`src/rtl/mem_arbiter_pkg.sv`:
```
`default_nettype none
// ----------------------------------------------------------------------------
// mem_arbiter_pkg - shared encodings for the memory arbiter (rev 1.0)
// ----------------------------------------------------------------------------
package mem_arbiter_pkg;

  typedef logic [1:0] state_t;

  localparam state_t ST_IDLE = 2'd0;
  localparam state_t ST_BUSY = 2'd1;
  localparam state_t ST_RESP = 2'd2;

  localparam logic PRIO_RR    = 1'b0;
  localparam logic PRIO_FIXED = 1'b1;

  localparam int CNT_W = 8;

  function automatic int idx_width(input int n);
    return (n > 1) ? $clog2(n) : 1;
  endfunction

endpackage
`default_nettype wire

```
`src/rtl/rr_picker.sv`:
```
`default_nettype none
// ----------------------------------------------------------------------------
// rr_picker - combinational round-robin / fixed-priority request picker (rev 1.0)
// ----------------------------------------------------------------------------
module rr_picker
  import mem_arbiter_pkg::*;
#(
  parameter int N     = 2,
  parameter int IDX_W = idx_width(N)
) (
  input  logic [N-1:0]     req_i,
  input  logic [IDX_W-1:0] start_i,
  input  logic             mode_i,
  output logic [N-1:0]     grant_o,
  output logic [IDX_W-1:0] idx_o
);

  logic [IDX_W:0]   sum;
  logic [IDX_W-1:0] cand;
  logic             found;

  // Visit ports in search order; the first requester seen wins.
  always_comb begin
    grant_o = '0;
    idx_o   = '0;
    found   = 1'b0;
    sum     = '0;
    cand    = '0;
    for (int i = 0; i < N; i++) begin
      sum = {1'b0, start_i} + (IDX_W+1)'(i);
      if (sum >= (IDX_W+1)'(N)) begin
        sum = sum - (IDX_W+1)'(N);
      end
      cand = (mode_i == PRIO_FIXED) ? IDX_W'(i) : sum[IDX_W-1:0];
      if (!found && req_i[cand]) begin
        found         = 1'b1;
        grant_o[cand] = 1'b1;
        idx_o         = cand;
      end
    end
  end

endmodule
`default_nettype wire

```
`src/rtl/mem_arbiter.sv`:
```
`default_nettype none
// ----------------------------------------------------------------------------
// mem_arbiter - N-port arbiter onto one shared memory bus with timeout (rev 1.0)
// ----------------------------------------------------------------------------
module mem_arbiter
  import mem_arbiter_pkg::*;
#(
  parameter int NUM_PORTS = 2,
  parameter int ADDR_W    = 32,
  parameter int DATA_W    = 32,
  parameter int PRIO_MODE = 0,
  parameter int TIMEOUT   = 15
) (
  input  logic                            i_clk,
  input  logic                            i_rst,
  input  logic [NUM_PORTS-1:0]            i_req_valid,
  input  logic [NUM_PORTS-1:0]            i_req_we,
  input  logic [NUM_PORTS*ADDR_W-1:0]     i_req_addr,
  input  logic [NUM_PORTS*DATA_W-1:0]     i_req_wdata,
  input  logic [NUM_PORTS*(DATA_W/8)-1:0] i_req_be,
  output logic [NUM_PORTS-1:0]            req_ready,
  output logic [NUM_PORTS-1:0]            rsp_valid,
  output logic [DATA_W-1:0]               rsp_rdata,
  output logic                            rsp_err,
  output logic                            mem_valid,
  output logic                            mem_we,
  output logic [ADDR_W-1:0]               mem_addr,
  output logic [DATA_W-1:0]               mem_wdata,
  output logic [DATA_W/8-1:0]             mem_be,
  input  logic                            i_mem_ready,
  input  logic [DATA_W-1:0]               i_mem_rdata,
  output logic                            busy
);

  localparam int   BE_W      = DATA_W / 8;
  localparam int   IDX_W     = idx_width(NUM_PORTS);
  localparam logic PICK_MODE = (PRIO_MODE == 1) ? PRIO_FIXED : PRIO_RR;

  state_t               state_q, state_d;
  logic [IDX_W-1:0]     rr_q, rr_d;
  logic [CNT_W-1:0]     cnt_q, cnt_d;
  logic [NUM_PORTS-1:0] grant;
  logic [IDX_W-1:0]     gidx;
  logic                 accept;
  logic                 finish;

  logic                 we_q;
  logic [ADDR_W-1:0]    addr_q;
  logic [DATA_W-1:0]    wdata_q;
  logic [BE_W-1:0]      be_q;
  logic [NUM_PORTS-1:0] port_q;
  logic [DATA_W-1:0]    rdata_q;
  logic                 err_q;

  logic                 sel_we;
  logic [ADDR_W-1:0]    sel_addr;
  logic [DATA_W-1:0]    sel_wdata;
  logic [BE_W-1:0]      sel_be;

  rr_picker #(
    .N     (NUM_PORTS),
    .IDX_W (IDX_W)
  ) u_picker (
    .req_i   (i_req_valid),
    .start_i (rr_q),
    .mode_i  (PICK_MODE),
    .grant_o (grant),
    .idx_o   (gidx)
  );

  always_comb begin
    sel_we    = 1'b0;
    sel_addr  = '0;
    sel_wdata = '0;
    sel_be    = '0;
    for (int p = 0; p < NUM_PORTS; p++) begin
      if (grant[p]) begin
        sel_we    = i_req_we[p];
        sel_addr  = i_req_addr[p*ADDR_W +: ADDR_W];
        sel_wdata = i_req_wdata[p*DATA_W +: DATA_W];
        sel_be    = i_req_be[p*BE_W +: BE_W];
      end
    end
  end

  always_ff @(posedge i_clk or negedge i_rst) begin
    if (!i_rst) begin
      state_q <= ST_IDLE;
      rr_q    <= '0;
      cnt_q   <= '0;
    end else begin
      state_q <= state_d;
      rr_q    <= rr_d;
      cnt_q   <= cnt_d;
    end
  end

  // RESP accepts exactly like IDLE so transfers can run back-to-back.
  always_comb begin
    state_d = state_q;
    cnt_d   = cnt_q;
    accept  = 1'b0;
    finish  = 1'b0;
    case (state_q)
      ST_IDLE, ST_RESP: begin
        if (|i_req_valid) begin
          accept  = 1'b1;
          cnt_d   = '0;
          state_d = ST_BUSY;
        end else begin
          state_d = ST_IDLE;
        end
      end
      ST_BUSY: begin
        cnt_d = cnt_q + CNT_W'(1);
        if (i_mem_ready || (cnt_d == CNT_W'(TIMEOUT))) begin
          finish  = 1'b1;
          state_d = ST_RESP;
        end
      end
      default: state_d = ST_IDLE;
    endcase
    if (accept) begin
      rr_d = (gidx == IDX_W'(NUM_PORTS - 1)) ? '0 : gidx + IDX_W'(1);
    end else begin
      rr_d = rr_q;
    end
  end

  // req_ready is masked by reset so every output reads zero while it is held.
  always_comb begin
    req_ready = accept ? (grant & {NUM_PORTS{i_rst}}) : '0;
    rsp_valid = (state_q == ST_RESP) ? port_q : '0;
    mem_valid = (state_q == ST_BUSY);
    busy      = (state_q != ST_IDLE);
  end

  always_ff @(posedge i_clk or negedge i_rst) begin
    if (!i_rst) begin
      we_q    <= 1'b0;
      addr_q  <= '0;
      wdata_q <= '0;
      be_q    <= '0;
      port_q  <= '0;
      rdata_q <= '0;
      err_q   <= 1'b0;
    end else begin
      if (accept) begin
        we_q    <= sel_we;
        addr_q  <= sel_addr;
        wdata_q <= sel_wdata;
        be_q    <= sel_be;
        port_q  <= grant;
      end
      if (finish) begin
        err_q   <= !i_mem_ready;
        rdata_q <= (i_mem_ready && !we_q) ? i_mem_rdata : '0;
      end
    end
  end

  assign mem_we    = we_q;
  assign mem_addr  = addr_q;
  assign mem_wdata = wdata_q;
  assign mem_be    = be_q;
  assign rsp_rdata = rdata_q;
  assign rsp_err   = err_q;

endmodule
`default_nettype wire

```
`config.mk`:
```
export PLATFORM = sky130hd
export DESIGN_NAME = mem_arbiter
export DESIGN_NICKNAME = d
export VERILOG_FILES = /design/src/rtl/mem_arbiter_pkg.sv /design/src/rtl/rr_picker.sv /design/src/rtl/mem_arbiter.sv
export SDC_FILE = /design/constraint.sdc
export NUM_CORES = 1
export LEC_CHECK = 0
export BUFFER_PORTS_ARGS = -buffer_cell sky130_fd_sc_hd__buf_4
export CAP_MARGIN = 5
export CORE_AREA = 2 2 116 118
export DETAILED_ROUTE_END_ITERATION = 16
export DIE_AREA = 0 0 118 120
export PLACE_DENSITY = 0.77
export SLEW_MARGIN = 20
export SYNTH_ARGS = -nofsm -noshare
export SYNTH_HDL_FRONTEND = slang
export SYNTH_SLANG_ARGS = --single-unit
```
`constraint.sdc`:
```
create_clock -name i_clk -period 2.7 [get_ports i_clk]
set_clock_uncertainty 0.1 [all_clocks]
set_input_delay 0.54 -clock i_clk [delete_from_list [all_inputs] [get_ports i_clk]]
set_output_delay 0.54 -clock i_clk [all_outputs]
set_load 0.01 [all_outputs]
```
==> results.yml, run 1 <==
yosys:
  ys_ff_latch: 115
  synth_flop_cell: "dfrtp_1"
  synthTopCellsByCount: "dfrtp_1, o21ai_0, nand2_1"
  synth_top_area_frac: 0.5081
  synth.most_common_cell: "dfrtp_1"
  netlist_area_um2: 5664
  synthCells: 584
  synth_edf_count: 0
  synth.avg_cell_area_um2: 9.699
  async_flop_share: 1.000
  synth_area_leaders: "dfrtp_1, a22oi_1, o21ai_0"
  ys_seq_area_frac: 0.5081
  synth_top_area_cell: "dfrtp_1"
  synth_cell_types: 42
  syn_nets: 761
  synth_warnings: 0
final_layout:
  fin_area_um2: 8519
  postLayoutCoreUtil: 0.6564
  stdcell_count: 1032
  syn_to_final_growth_pct: 50.41
  multi_input_area_um2: 2499
  nets: 1020
  diodes: 0
  drive_above_1_share: 0.4276
  n_fill_cell: 1054
  seq_area_um2: 2878
timing:
  slew_viol_final: 0
  setup_violations: 0
  rsz0062_at_grt: "no"
  max_clock_freq_ghz: 0.4414
  timing.hold.ws_ps: 132.8
  relSlewSlack: 0.3909
  min_period_ps: 2265
  worstMarginPinSlew_ps: 913.6
  tns_ps: 0
  final_hold_viol_count: 0
  layout_setup_ws_ps: 434.5
  fin_crit_sh: 0.8391
clock_network:
  numCtsBuffers: 17
  clock_latency_ps: 410
  cts_tree: "yes"
  clockRootBuffer: "clkbuf_16"
  cts_post_setup_buffers_inserted: 0
  htreeDepth: 4
  clkTransAtPathRegs_ps: 50
  cts.sink_count: 115
  clk_path_buf_depth: 2
  hold_buffers: 0
  post_cts_resized: 0
placement:
  preCtsSetupSlack_ps: 474.8
  place.gp.congestion: 0.8447
  place_hpwl_mm: 12.42
  placed_area_um2: 7858
  dp_cells: 1000
  io_buffer_count: 282
critical_path:
  end_kind: "primary output"
  critPathKind: "reg2out"
  cp.arrival_ps: 1630
  critPathMaxStageDelay_ps: 510
  r2r_setup_slack_ps: 440
  startpoint_type: "register"
  path_max_fanout: 9
  critPathRequiredTime_ps: 2060
  path_cells: "nand2b_1 > clkinv_1 > buf_4"
  slowest_stage: "dfrtp_1"
die:
  coreArea_um2: 12980
  die_w_um: 118
  boundaryPins: 283
  dieArea_um2: 14160
  rows: 42
  die_h_um: 120
  start_util: 0.4364
detailed_routing:
  drtAntennaViolNets: 0
  wl_per_cell_um: 16.95
  vias: 5586
  drtIter0Drc: 493
  first_pass_iters: 7
  drc: 0
  drt-vias-per-instance: 5.413
  drt_wl_total_mm: 17.49
pwr:
  vdd_ir_drop_max_uv: 455.5
  fin_total_pwr_mw: 9.497
  p_per_area_nw_per_um2: 1115
  p_leak_nw: 4.064
global_routing:
  first_global_vias: 5455
  grt_max_degree: 73
  grt_overflow: 0
  antenna_found_initial: 0
  grt_pass1_wl_mm: 27.61
  grtUsageTotal: 0.2452
hold_path:
  hold_class: "in2async"
outcome:
  status: "finished clean"
flow_run:
  cap_violations: 0
[critical path: cells and delay by family, from the launching register on]
kind                   cells  cell delay [ps]
flip-flops                 1              510
buffers and inverters      2              530
AND/OR/NAND/NOR            1              180
[final cells by class]
| cell class | instances | area share |
|---|---|---|
| Clock buffer | 23 | 0.05728 |
| Tap cell | 176 | 0.02585 |
| Inverter | 5 | 0.002203 |
| Clock inverter | 9 | 0.02041 |
| Timing Repair Buffer | 297 | 0.2632 |
| Sequential cell | 115 | 0.3378 |
| Multi-Input combinational cell | 407 | 0.2933 |
[registers in the layout, summed over array words and instances, names as in the netlist, named ones only]
| signal | count |
|---|---|
| mem_we | 1 |
| rsp_err | 1 |
| mem_wdata | 32 |
| port_q | 2 |
| cnt_q | 8 |
| state_q | 2 |
| mem_addr | 32 |
| mem_be | 4 |
| rsp_rdata | 32 |
[layout by cell type, fill, tap and decap left out, types with 2 or more instances in the layout]
master / Yosys / layout
clkbuf_8: 0 / 4
a21oi_2: 30 / 30
a21oi_1: 70 / 70
bufinv_16: 0 / 5
nand3_1: 3 / 3
a22o_2: 2 / 2
a22o_1: 32 / 32
nor2b_1: 2 / 2
clkinv_2: 0 / 3
ha_1: 2 / 2
clkbuf_1: 33 / 2
and3_1: 5 / 5
a211oi_1: 2 / 2
nand2_1: 73 / 73
nand4_1: 4 / 4
a22oi_1: 69 / 69
dfrtp_1: 115 / 115
a21boi_0: 2 / 2
inv_1: 4 / 4
o21ai_1: 4 / 4
o21ai_0: 78 / 78
buf_4: 0 / 296
nand2b_1: 2 / 2
and3b_1: 3 / 3
nor2_1: 5 / 5
a31oi_1: 3 / 3
clkbuf_16: 0 / 17
[power breakdown]
part,leakage [nW],switching [mW],total (mW),internal (mW)
registers,1.43,0.570,3.05,2.48
clock network,0.327,0.752,2.48,1.73
logic,2.31,2.05,3.97,1.91
total,4.06,3.37,9.50,6.12
[cell families (layout without fill, tap and decap cells)]
group	Yosys count	after routing	share of synthesized area
DFF	115	115	0.5081
and+or+nand+nor	105	105	0.08372
AOI/OAI and AO/OA	300	300	0.3459
buffers and inverters	62	334	0.05787
adders and majority gates	2	2	0.004417
[worst paths after layout]
kind                                     startpoint                         to  cells after the start
setup / recovery             state_q[0]$_DFFE_PN0P_                  mem_valid                      3
hold / removal                                i_rst         mem_we$_DFFE_PN0P_                      2
setup reg to reg               cnt_q[0]$_DFFE_PN0P_  rsp_rdata[31]$_DFFE_PN0P_                      6
hold reg to reg            mem_wdata[8]$_DFFE_PN0P_   mem_wdata[8]$_DFFE_PN0P_                      2
max in group asynchronous                     i_rst  rsp_rdata[15]$_DFFE_PN0P_                      2
min in group i_clk                   i_req_valid[0]                   register                      2
[per-layer routing]
metal  up-vias  wire (um)  track usage  part of all wire
li1       2682          -            -                 -
met1      2619       7047       0.2997              0.40
met2       246       8803       0.4121              0.50
met3        39       1128      0.05894             0.064
met4         0        514       0.1122             0.029
met5         -          0            0                 0
(Power assumes the default switching activity.)
==> run 2: changes to the inputs <==
CORE_AREA = 2 2 120 122   (was 2 2 116 118)
DIE_AREA = 0 0 122 124   (was 0 0 118 120)
PLACE_DENSITY = 0.76   (was 0.77)
clock period = 2 ns   (was 2.7 ns; I/O delays follow)
==> run 2 against run 1 <==
Net effect: wire length decreased by 4.8%; sequential share of layout area decreased by 0.14 points; critical endpoint is now req_ready[0]; largest cell class unchanged; final cell count up 1.5%; critical path depth is 1 higher; register-to-register slack worse by 250 ps.
==> results.yml, run 2 (synthesis gave the netlist of run 1 again) <==
pwr:
  p_leak_nw: 4.088
  vdd_ir_drop_max_uv: 555.2
  p_per_area_nw_per_um2: 1439
final_layout:
  drive_above_1_share: 0.4418
  mostFrequentLayoutCell: "buf_4"
  layout.cells.most_common_list: "buf_4, dfrtp_1, o21ai_0"
  nets: 1033
  diodes: 0
  postLayoutCoreUtil: 0.6242
  syn_to_final_growth_pct: 51.18
timing:
  fin_crit_sh: 0.9655
  setup_violations: 0
  final_hold_viol_count: 0
  min_period_ps: 1931
  slew_viol_final: 0
  tns_ps: 0
  layout_setup_ws_ps: 69.10
  rsz0062_at_grt: "no"
  worstMarginPinSlew_ps: 981.9
  relSlewSlack: 0.3454
  max_clock_freq_ghz: 0.5179
critical_path:
  critPathKind: "reg2out"
  path_max_fanout: 4
  r2r-start: "cnt_q[0]$_DFFE_PN0P_"
  critPathRequiredTime_ps: 1500
  cp.arrival_ps: 1430
  end_kind: "primary output"
  startpoint_type: "register"
detailed_routing:
  drtAntennaViolNets: 0
  first_pass_iters: 5
  drc: 0
  vias: 5455
  drt_wl_total_mm: 16.66
  drtIter0Drc: 327
  drt-vias-per-instance: 5.210
  wl_per_cell_um: 15.91
global_routing:
  grt_overflow: 0
  first_global_vias: 5171
  grtUsageTotal: 0.2184
  antenna_found_initial: 0
  grt_max_degree: 80
  grt_pass1_wl_mm: 25.99
clock_network:
  numCtsBuffers: 17
  clock_latency_ps: 400
  clk_path_buf_depth: 2
  htreeDepth: 4
  clkTransAtPathRegs_ps: 50
  clockRootBuffer: "clkbuf_16"
  cts_tree: "yes"
  cts.sink_count: 115
die:
  die_h_um: 124
  die_w_um: 122
  start_util: 0.4129
  rows: 43
  coreArea_um2: 13720
  dieArea_um2: 15130
  boundaryPins: 283
outcome:
  status: "finished clean"
placement:
  io_buffer_count: 282
  place_hpwl_mm: 12.29
  place.gp.congestion: 0.8497
  preCtsSetupSlack_ps: 182.3
flow_run:
  cap_violations: 0
hold_path:
  hold_class: "in2reg"
  holdCritStartpoint: "i_req_valid[0]"
## run 2: cell types whose count changed in the layout (fill, tap and decap cells not counted), sizes merged
cell / previous run / this run
bufinv: 5 / 1
clkinvlp: 0 / 3
clkinv: 5 / 6
buf: 297 / 309
clkbuf: 23 / 21
dlygate4sd3: 0 / 1
## run 2: power by group
group	total [mW]	leakage (nW)	switching (mW)	internal, mW
Sequential	4.05	1.43	0.700	3.35
Combinational	5.44	2.39	2.78	2.65
Clock	2.84	0.273	1.02	1.82
Total	12.3	4.09	4.50	7.82
## run 2: path summary, 6_finish.rpt
check	endpoint	slack, ps	depth (start not counted)
min	register	180	2
max	req_ready[0]	70	4
min in group asynchronous	cnt_q[6]$_DFFE_PN0P_	560	3
max in group asynchronous	state_q[0]$_DFFE_PN0P_	360	3
min reg2reg	mem_addr[11]$_DFFE_PN0P_	370	2
max reg2reg	rsp_rdata[30]$_DFFE_PN0P_	190	6
## run 2: critical path, cell delays in order, from the launching register on
cell,delay [ps]
dfrtp_2,430
a21boi_4,170
nor2b_4,180
and2_1,130
buf_4,120
## run 2: layer usage
metal / wire, um / vias up / global-route usage
li1: - / 2706 / -
met1: 6932 / 2506 / 0.2865
met2: 8266 / 216 / 0.3523
met3: 1093 / 27 / 0.05357
met4: 363 / 0 / 0.08118
met5: 0 / - / 0
## run 2: metrics by stage
stage | area (um^2) | cells | hold slack, ps | power, mW
final | 8563 | 1047 | 177.8 | 12.32
after global routing | 8563 | 1047 | 157.8 | 13.16
after CTS | 8551 | 1046 | 149.8 | 12.43
after detailed placement | 7970 | 1015 | 364.4 | 9.516
after global placement | 7970 | 1015 | 352.9 | 9.408
after floorplan | 5664 | 584 | 4.409 | 6.890
## run 2: final cells by class
type	count	area, um^2
Clock buffer	21	480.5
Clock inverter	9	81.33
Fill cell	1218	5156
Inverter	5	20.02
Multi-Input combinational cell	407	2509
Sequential cell	115	2880
Tap cell	180	225.2
Timing Repair Buffer	310	2367
## run 2: timing repair
| item | 4_1_cts | 5_1_grt |
|---|---|---|
| setup endpoints to repair | 2 | 3 |
| pin swaps | 0 | 1 |
| hold endpoints to repair | 38 | 0 |
| resized for setup | 3 | 3 |
| hold buffers | 1 | 0 |
| setup buffers | 0 | 1 |
